--- src/rtl/cdb_arbiter_if.sv ---
// Producer/consumer signal bundle for the common data bus arbiter.
// The slave modport is the arbiter side; the master modport is the ALU/LSB/RoB side.
interface cdb_arbiter_if #(
  parameter int ADDR_WIDTH = 32,
  parameter int RoB_WIDTH  = 8
);
  // Valid/ready: a producer holds xxx_en with its payload; the result is taken on a
  // rising edge where xxx_en=1 and the matching full=0. full is also high while frozen.
  logic                  ALUCDB_en;
  logic [RoB_WIDTH-1:0]  ALUCDB_RoB_index;
  logic [31:0]           ALUCDB_value;
  logic [ADDR_WIDTH-1:0] ALUCDB_next_pc;
  logic                  CDBALU_full;

  logic                  LSBCDB_en;
  logic [RoB_WIDTH-1:0]  LSBCDB_RoB_index;
  logic [31:0]           LSBCDB_value;
  logic                  CDBLSB_full;

  logic                  RoBCDB_flush;

  logic                  CDB_en;
  logic [RoB_WIDTH-1:0]  CDB_RoB_index;
  logic [31:0]           CDB_value;
  logic [ADDR_WIDTH-1:0] CDB_next_pc;
  logic                  CDB_src;

  modport slave (
    input  ALUCDB_en, ALUCDB_RoB_index, ALUCDB_value, ALUCDB_next_pc,
    input  LSBCDB_en, LSBCDB_RoB_index, LSBCDB_value,
    input  RoBCDB_flush,
    output CDBALU_full, CDBLSB_full,
    output CDB_en, CDB_RoB_index, CDB_value, CDB_next_pc, CDB_src
  );

  modport master (
    output ALUCDB_en, ALUCDB_RoB_index, ALUCDB_value, ALUCDB_next_pc,
    output LSBCDB_en, LSBCDB_RoB_index, LSBCDB_value,
    output RoBCDB_flush,
    input  CDBALU_full, CDBLSB_full,
    input  CDB_en, CDB_RoB_index, CDB_value, CDB_next_pc, CDB_src
  );
endinterface

--- src/rtl/cdb_arbiter.sv ---
// Round-robin arbiter sharing the CDB between ALU and LSB results, with per-source FIFOs.
// Optional grant/conflict counters are enabled by defining CDB_ARB_STATS_EN.
module cdb_arbiter #(
  parameter int ADDR_WIDTH = 32,
  parameter int RoB_WIDTH  = 8,
  parameter int FIFO_WIDTH = 2
) (
  input  logic        Sys_clk,
  input  logic        Sys_rst,
  input  logic        Sys_rdy,
`ifdef CDB_ARB_STATS_EN
  output logic [31:0] Stat_alu_grants,
  output logic [31:0] Stat_lsb_grants,
  output logic [31:0] Stat_conflicts,
`endif
  cdb_arbiter_if.slave bus
);

  localparam int FIFO_DEPTH = 1 << FIFO_WIDTH;
  localparam logic [FIFO_WIDTH:0] DEPTH_CNT = (FIFO_WIDTH + 1)'(FIFO_DEPTH);

  typedef enum logic {SRC_ALU = 1'b0, SRC_LSB = 1'b1} src_e;

  logic [RoB_WIDTH-1:0]  alu_idx_mem [FIFO_DEPTH];
  logic [31:0]           alu_val_mem [FIFO_DEPTH];
  logic [ADDR_WIDTH-1:0] alu_npc_mem [FIFO_DEPTH];
  logic [RoB_WIDTH-1:0]  lsb_idx_mem [FIFO_DEPTH];
  logic [31:0]           lsb_val_mem [FIFO_DEPTH];

  logic [FIFO_WIDTH-1:0] alu_head_q, alu_head_d, alu_tail_q, alu_tail_d;
  logic [FIFO_WIDTH-1:0] lsb_head_q, lsb_head_d, lsb_tail_q, lsb_tail_d;
  logic [FIFO_WIDTH:0]   alu_cnt_q, alu_cnt_d, lsb_cnt_q, lsb_cnt_d;
  src_e                  last_grant_q, last_grant_d;

  logic                  cdb_en_q, cdb_en_d;
  logic [RoB_WIDTH-1:0]  cdb_idx_q, cdb_idx_d;
  logic [31:0]           cdb_val_q, cdb_val_d;
  logic [ADDR_WIDTH-1:0] cdb_npc_q, cdb_npc_d;
  logic                  cdb_src_q, cdb_src_d;

  logic alu_full, lsb_full, alu_push, lsb_push;
  logic arb_en, alu_ne, lsb_ne, grant_alu, grant_lsb;

  // Full comes from the registered count only, so a same-cycle pop never makes room.
  always_comb begin
    alu_full  = !Sys_rdy || (alu_cnt_q == DEPTH_CNT);
    lsb_full  = !Sys_rdy || (lsb_cnt_q == DEPTH_CNT);
    alu_push  = bus.ALUCDB_en && !alu_full && !bus.RoBCDB_flush;
    lsb_push  = bus.LSBCDB_en && !lsb_full && !bus.RoBCDB_flush;
    arb_en    = Sys_rdy && !bus.RoBCDB_flush;
    alu_ne    = (alu_cnt_q != '0);
    lsb_ne    = (lsb_cnt_q != '0);
    grant_alu = arb_en && alu_ne && (!lsb_ne || (last_grant_q == SRC_LSB));
    grant_lsb = arb_en && lsb_ne && !grant_alu;
  end

  always_comb begin
    alu_head_d   = alu_head_q + FIFO_WIDTH'(grant_alu);
    alu_tail_d   = alu_tail_q + FIFO_WIDTH'(alu_push);
    alu_cnt_d    = alu_cnt_q + (FIFO_WIDTH + 1)'(alu_push) - (FIFO_WIDTH + 1)'(grant_alu);
    lsb_head_d   = lsb_head_q + FIFO_WIDTH'(grant_lsb);
    lsb_tail_d   = lsb_tail_q + FIFO_WIDTH'(lsb_push);
    lsb_cnt_d    = lsb_cnt_q + (FIFO_WIDTH + 1)'(lsb_push) - (FIFO_WIDTH + 1)'(grant_lsb);
    last_grant_d = last_grant_q;
    cdb_en_d     = grant_alu || grant_lsb;
    cdb_idx_d    = cdb_idx_q;
    cdb_val_d    = cdb_val_q;
    cdb_npc_d    = cdb_npc_q;
    cdb_src_d    = cdb_src_q;
    if (grant_alu) begin
      last_grant_d = SRC_ALU;
      cdb_idx_d    = alu_idx_mem[alu_head_q];
      cdb_val_d    = alu_val_mem[alu_head_q];
      cdb_npc_d    = alu_npc_mem[alu_head_q];
      cdb_src_d    = SRC_ALU;
    end else if (grant_lsb) begin
      last_grant_d = SRC_LSB;
      cdb_idx_d    = lsb_idx_mem[lsb_head_q];
      cdb_val_d    = lsb_val_mem[lsb_head_q];
      cdb_npc_d    = '0;
      cdb_src_d    = SRC_LSB;
    end
    // Flush empties both queues but keeps the round-robin pointer where it was.
    if (bus.RoBCDB_flush) begin
      alu_head_d = '0;
      alu_tail_d = '0;
      alu_cnt_d  = '0;
      lsb_head_d = '0;
      lsb_tail_d = '0;
      lsb_cnt_d  = '0;
    end
  end

  always_ff @(posedge Sys_clk) begin
    if (alu_push) begin
      alu_idx_mem[alu_tail_q] <= bus.ALUCDB_RoB_index;
      alu_val_mem[alu_tail_q] <= bus.ALUCDB_value;
      alu_npc_mem[alu_tail_q] <= bus.ALUCDB_next_pc;
    end
    if (lsb_push) begin
      lsb_idx_mem[lsb_tail_q] <= bus.LSBCDB_RoB_index;
      lsb_val_mem[lsb_tail_q] <= bus.LSBCDB_value;
    end
  end

  always_ff @(posedge Sys_clk or posedge Sys_rst) begin
    if (Sys_rst) begin
      alu_head_q   <= '0;
      alu_tail_q   <= '0;
      alu_cnt_q    <= '0;
      lsb_head_q   <= '0;
      lsb_tail_q   <= '0;
      lsb_cnt_q    <= '0;
      last_grant_q <= SRC_LSB;
      cdb_en_q     <= 1'b0;
      cdb_idx_q    <= '0;
      cdb_val_q    <= '0;
      cdb_npc_q    <= '0;
      cdb_src_q    <= 1'b0;
    end else begin
      alu_head_q   <= alu_head_d;
      alu_tail_q   <= alu_tail_d;
      alu_cnt_q    <= alu_cnt_d;
      lsb_head_q   <= lsb_head_d;
      lsb_tail_q   <= lsb_tail_d;
      lsb_cnt_q    <= lsb_cnt_d;
      last_grant_q <= last_grant_d;
      cdb_en_q     <= cdb_en_d;
      cdb_idx_q    <= cdb_idx_d;
      cdb_val_q    <= cdb_val_d;
      cdb_npc_q    <= cdb_npc_d;
      cdb_src_q    <= cdb_src_d;
    end
  end

`ifdef CDB_ARB_STATS_EN
  logic [31:0] stat_alu_q, stat_alu_d, stat_lsb_q, stat_lsb_d, stat_conf_q, stat_conf_d;

  // Grants and arb_en are already zero while frozen or flushing, so counters hold then.
  always_comb begin
    stat_alu_d  = stat_alu_q + 32'(grant_alu);
    stat_lsb_d  = stat_lsb_q + 32'(grant_lsb);
    stat_conf_d = stat_conf_q + 32'(arb_en && alu_ne && lsb_ne);
  end

  always_ff @(posedge Sys_clk or posedge Sys_rst) begin
    if (Sys_rst) begin
      stat_alu_q  <= '0;
      stat_lsb_q  <= '0;
      stat_conf_q <= '0;
    end else begin
      stat_alu_q  <= stat_alu_d;
      stat_lsb_q  <= stat_lsb_d;
      stat_conf_q <= stat_conf_d;
    end
  end

  assign Stat_alu_grants = stat_alu_q;
  assign Stat_lsb_grants = stat_lsb_q;
  assign Stat_conflicts  = stat_conf_q;
`endif

  assign bus.CDBALU_full   = alu_full;
  assign bus.CDBLSB_full   = lsb_full;
  assign bus.CDB_en        = cdb_en_q;
  assign bus.CDB_RoB_index = cdb_idx_q;
  assign bus.CDB_value     = cdb_val_q;
  assign bus.CDB_next_pc   = cdb_npc_q;
  assign bus.CDB_src       = cdb_src_q;

endmodule

--- src/flat_wrapper.sv ---
// flat-port wrapper written by rule: the top's interface ports become plain ports
module cdb_arbiter_flat 
#(
  parameter int ADDR_WIDTH = 32,
  parameter int RoB_WIDTH  = 8,
  parameter int FIFO_WIDTH = 2
)
  (Sys_clk, Sys_rst, Sys_rdy, bus_ALUCDB_en, bus_ALUCDB_RoB_index, bus_ALUCDB_value, bus_ALUCDB_next_pc, bus_LSBCDB_en, bus_LSBCDB_RoB_index, bus_LSBCDB_value, bus_RoBCDB_flush, bus_CDBALU_full, bus_CDBLSB_full, bus_CDB_en, bus_CDB_RoB_index, bus_CDB_value, bus_CDB_next_pc, bus_CDB_src);
  cdb_arbiter_if #(.ADDR_WIDTH(ADDR_WIDTH), .RoB_WIDTH(RoB_WIDTH)) bus_i ();
  input  logic Sys_clk;
  input  logic Sys_rst;
  input  logic Sys_rdy;
  input wire logic [$bits(bus_i.ALUCDB_en)-1:0] bus_ALUCDB_en;
  input wire logic [$bits(bus_i.ALUCDB_RoB_index)-1:0] bus_ALUCDB_RoB_index;
  input wire logic [$bits(bus_i.ALUCDB_value)-1:0] bus_ALUCDB_value;
  input wire logic [$bits(bus_i.ALUCDB_next_pc)-1:0] bus_ALUCDB_next_pc;
  input wire logic [$bits(bus_i.LSBCDB_en)-1:0] bus_LSBCDB_en;
  input wire logic [$bits(bus_i.LSBCDB_RoB_index)-1:0] bus_LSBCDB_RoB_index;
  input wire logic [$bits(bus_i.LSBCDB_value)-1:0] bus_LSBCDB_value;
  input wire logic [$bits(bus_i.RoBCDB_flush)-1:0] bus_RoBCDB_flush;
  output wire logic [$bits(bus_i.CDBALU_full)-1:0] bus_CDBALU_full;
  output wire logic [$bits(bus_i.CDBLSB_full)-1:0] bus_CDBLSB_full;
  output wire logic [$bits(bus_i.CDB_en)-1:0] bus_CDB_en;
  output wire logic [$bits(bus_i.CDB_RoB_index)-1:0] bus_CDB_RoB_index;
  output wire logic [$bits(bus_i.CDB_value)-1:0] bus_CDB_value;
  output wire logic [$bits(bus_i.CDB_next_pc)-1:0] bus_CDB_next_pc;
  output wire logic [$bits(bus_i.CDB_src)-1:0] bus_CDB_src;
  assign bus_i.ALUCDB_en = bus_ALUCDB_en;
  assign bus_i.ALUCDB_RoB_index = bus_ALUCDB_RoB_index;
  assign bus_i.ALUCDB_value = bus_ALUCDB_value;
  assign bus_i.ALUCDB_next_pc = bus_ALUCDB_next_pc;
  assign bus_i.LSBCDB_en = bus_LSBCDB_en;
  assign bus_i.LSBCDB_RoB_index = bus_LSBCDB_RoB_index;
  assign bus_i.LSBCDB_value = bus_LSBCDB_value;
  assign bus_i.RoBCDB_flush = bus_RoBCDB_flush;
  assign bus_CDBALU_full = bus_i.CDBALU_full;
  assign bus_CDBLSB_full = bus_i.CDBLSB_full;
  assign bus_CDB_en = bus_i.CDB_en;
  assign bus_CDB_RoB_index = bus_i.CDB_RoB_index;
  assign bus_CDB_value = bus_i.CDB_value;
  assign bus_CDB_next_pc = bus_i.CDB_next_pc;
  assign bus_CDB_src = bus_i.CDB_src;
  cdb_arbiter #(.ADDR_WIDTH(ADDR_WIDTH), .RoB_WIDTH(RoB_WIDTH), .FIFO_WIDTH(FIFO_WIDTH)) u_core (.Sys_clk(Sys_clk), .Sys_rst(Sys_rst), .Sys_rdy(Sys_rdy), .bus(bus_i));
endmodule
--- config.mk ---
export PLATFORM = sky130hd
export DESIGN_NAME = cdb_arbiter_flat
export DESIGN_NICKNAME = d
export VERILOG_FILES = /design/src/rtl/cdb_arbiter_if.sv /design/src/rtl/cdb_arbiter.sv /design/src/flat_wrapper.sv
export SDC_FILE = /design/constraint.sdc
export NUM_CORES = 1
export LEC_CHECK = 0
export BUFFER_PORTS_ARGS = -buffer_cell sky130_fd_sc_hd__buf_4
export CORE_ASPECT_RATIO = 1.1
export CORE_UTILIZATION = 59
export CTS_CLUSTER_DIAMETER = 30
export DETAILED_ROUTE_END_ITERATION = 16
export PLACE_DENSITY = 0.85
export SLEW_MARGIN = 20
export SYNTH_ARGS = -nofsm -noshare
export SYNTH_HDL_FRONTEND = slang
export SYNTH_SLANG_ARGS = --single-unit
--- constraint.sdc ---
create_clock -name Sys_clk -period 8.4 [get_ports Sys_clk]
set_input_delay 0.42 -clock Sys_clk [delete_from_list [all_inputs] [get_ports Sys_clk]]
set_output_delay 0.42 -clock Sys_clk [all_outputs]
set_load 0.005 [all_outputs]
==> metrics.cfg <==
[outcome]
status=completed

[synth]
yosys-top-cells-count=448 x edfxtp_1, 112 x mux4_2, 88 x dfrtp_1, 46 x inv_1, 40 x a22oi_1
ys_seq_area_frac=0.789
synthesis.nets=1048
yosys.area.top_type_share=0.677
postSynthRegisterBits=537
synth.cell_area_um2=19900
post_synth_num_cell_types=31
ys.flop_type=edfxtp_1
netlist_instances=921
synth_edf_count=448
synthArstFlopShare=0.166
biggest_area_contributors_in_the_synthesized_netlist=edfxtp_1 68%, mux4_2 13%, dfrtp_1 11%, a22oi_1 1.5%, a22o_1 1.4%
yosys.cell_count.top_type=edfxtp_1
synthesis.area_per_instance_um2=21.6
netlist.top_cell.by_area=edfxtp_1
yosysWarnings=0

[sta]
final_worst_path_period_share=0.505
final_total_negative_setup_slack_ps=0
timing.final.crit_period_ps=4240
finalSetupViolCount=0
drv_slew=0
achievable-frequency_ghz=0.236
finalClockSkew_ps=26.1
hold_violations=0
layout_setup_ws_ps=4160
setup_repair_after_global_routing_missed_its_margin=false
worst-slew-pin-transition_ps=1110
timing.slew.headroom=0.256

[floorplan]
floorplan.rows=70
pin_count=194
floorplan.die_area_um2=34400
starting_density_of_the_core=0.599
floorplan.core_area_um2=33200
die-width_um=177
die-height_um=194

[cts]
cts.repair_timing.setup_buffer_count=0
htreeDepth=3
clkSlewWorstSetupHoldPaths_ps=50
clkLatencyLatePin_ps=590
cts_buffers=87
cts_tree=done
cts_resized=0
cts.hold.buffers_added=2
clk_root_buffer_cell=clkbuf_16
cts_num_sinks=537
cts_max_path_buffers=3

[cells_and_area]
filler_cell_count=1767
fraction_of_final_layout_cells_with_drive_strength_greater_than_1=0.392
area.growth.synth_to_final_pct=24.9
finish.utilization=0.748
layout.nets=1299

[place]
port_buffers=193
gp_congestion=0.736
place.detailed.hpwl_um=22500
dp_slack_ps=4230

[detailed_routing]
drt_pass1_iterations=5
post-route-drc-count=0
routed_wl_um=43000
wl_per_cell_um=25.6
dr.first_iter.drc_count=938
detail_route.vias_per_cell=6.06
detailroute.via_count=10200
ant_nets=0

[grt]
pin_count_of_the_biggest_net_entering_global_routing=77
grt_first_pass_wirelength_um=64900
grt_use_total=0.258
first_global_vias=11100
antenna_found_initial=5
globalRoute.totalOverflow=0

[worst_setup_path]
timing.critical_path.to_type=flip-flop
start_kind=flip-flop
setup.worst_path.class=reg -> reg
cp.arrival_ps=4700
worst-endpoint-required_ps=8860
critical_path_peak_fanout=76

[pwr]
power.share.sequential=0.418
p_sw_mw=1.94
power_per_cell_area_nw_per_um2=321
irDropWorstVdd_v=0.000177
power.share.combinational=0.132
clkPwrFrac=0.450
cellInternalPower_mw=6.02
totalPowerFinal_mw=7.96
switching_share=0.244
lkg_pwr_nw=8.96

[run]
number_of_max_capacitance_violations_reported=0

[hold_path]
hold_class=in -> reg

[power by group through the flow]
stage,Combinational (mW),Sequential (mW),Clock [mW]
after global routing,1.14,3.36,3.74
after global placement,0.987,3.37,0
after CTS,1.07,3.33,3.62
after floorplan,0.614,3.29,0
final,1.05,3.33,3.58
after detailed placement,1.03,3.38,0
[cells in the final DEF (no fill, tap or decap), drive strengths merged, types with 2 or more instances in the layout]
master	n
mux4	112
bufinv	10
clkinv	24
buf	207
diode	4
o21ai	40
clkinvlp	10
nor2	10
nor2b	8
a22oi	40
dlygate4sd3	2
a22o	32
nand2	12
or3b	2
or3	2
and3	2
dfrtp	88
inv	58
nand3	2
nor3b	2
clkbuf	104
ha	7
fa	2
edfxtp	448
nor3	5
xor2	3
xnor2	6
[state kept, by name, indices dropped and copies added (netlist names)]
signal and cells:
u_core.alu_cnt_q 3, u_core.alu_head_q 2, u_core.alu_idx_mem 32, u_core.alu_npc_mem 128, u_core.alu_tail_q 2, u_core.alu_val_mem 128, u_core.bus.CDB_RoB_index 8, u_core.bus.CDB_en 1
u_core.bus.CDB_next_pc 32, u_core.bus.CDB_src 1, u_core.bus.CDB_value 32, u_core.last_grant_q 1, u_core.lsb_cnt_q 3, u_core.lsb_head_q 2, u_core.lsb_idx_mem 32, u_core.lsb_tail_q 2
u_core.lsb_val_mem 128
[cells by family after synthesis]
kind of cell               share of synthesized area
DFF                                            0.789
AOI/OAI and AO/OA                             0.0402
muxes                                          0.127
buffers and inverters                         0.0207
and+or+nand+nor                               0.0125
xor gates and xnor gates                     0.00397
adders and majority gates                    0.00642
[area by class of cell]
class	instances	area, um2	area share
clock inverters	56	662	0.0267
inverters	46	175	0.00706
repair buffers	209	1570	0.0634
diodes	4	10.0	0.000403
well taps	432	541	0.0218
flip-flops and latches	537	15700	0.632
clock buffers	104	2330	0.0940
multi-input cells	291	3830	0.154
[critical path, stage by stage (launching register included)]
cell     delay [ps]
dfrtp_1         440
nor3_1          600
o211a_4         940
or3_4           610
inv_1           150
ha_1            300
inv_1            60
ha_1            130
inv_1            50
fa_1            400
xor2_1          170
xnor2_1         190
nor2_1           60
[metrics by stage]
step | area [um2] | instances | hold slack (ps)
after floorplan | 19900 | 921 | 447
final | 24800 | 1679 | 28.3
after CTS | 24800 | 1675 | 6.34
after detailed placement | 21800 | 1513 | 395
after global placement | 21800 | 1513 | 392
after global routing | 24800 | 1678 | 17.3
[per-layer routing]
layer	wire length, um	up-vias	part of all wire	global-route usage
met2	22000	495	0.51	0.423
met1	16500	5313	0.38	0.338
met3	3300	91	0.077	0.0632
met5	13	-	0.00030	0
met4	1230	2	0.029	0.0961
li1	-	4275	-	-
[path summary, 6_finish.rpt]
kind | startpoint | to | slack (ps) | cells past startpoint
min | bus_LSBCDB_value[19] | u_core.lsb_val_mem[1][19]$_DFFE_PP_ | 30 | 1
max | u_core.lsb_cnt_q[1]$_DFF_PP0_ | u_core.lsb_cnt_q[2]$_DFF_PP0_ | 4160 | 12
min reg2reg | u_core.last_grant_q$_DFFE_PP1P_ | u_core.last_grant_q$_DFFE_PP1P_ | 490 | 2
max in group asynchronous | Sys_rst | u_core.alu_head_q[0]$_DFF_PP0_ | 6670 | 4
min in group asynchronous | Sys_rst | u_core.bus.CDB_next_pc[17]$_DFFE_PP0P_ | 350 | 3
max reg2reg | u_core.lsb_cnt_q[1]$_DFF_PP0_ | u_core.lsb_cnt_q[2]$_DFF_PP0_ | 4160 | 12
Power figures use the tool's default switching activity.
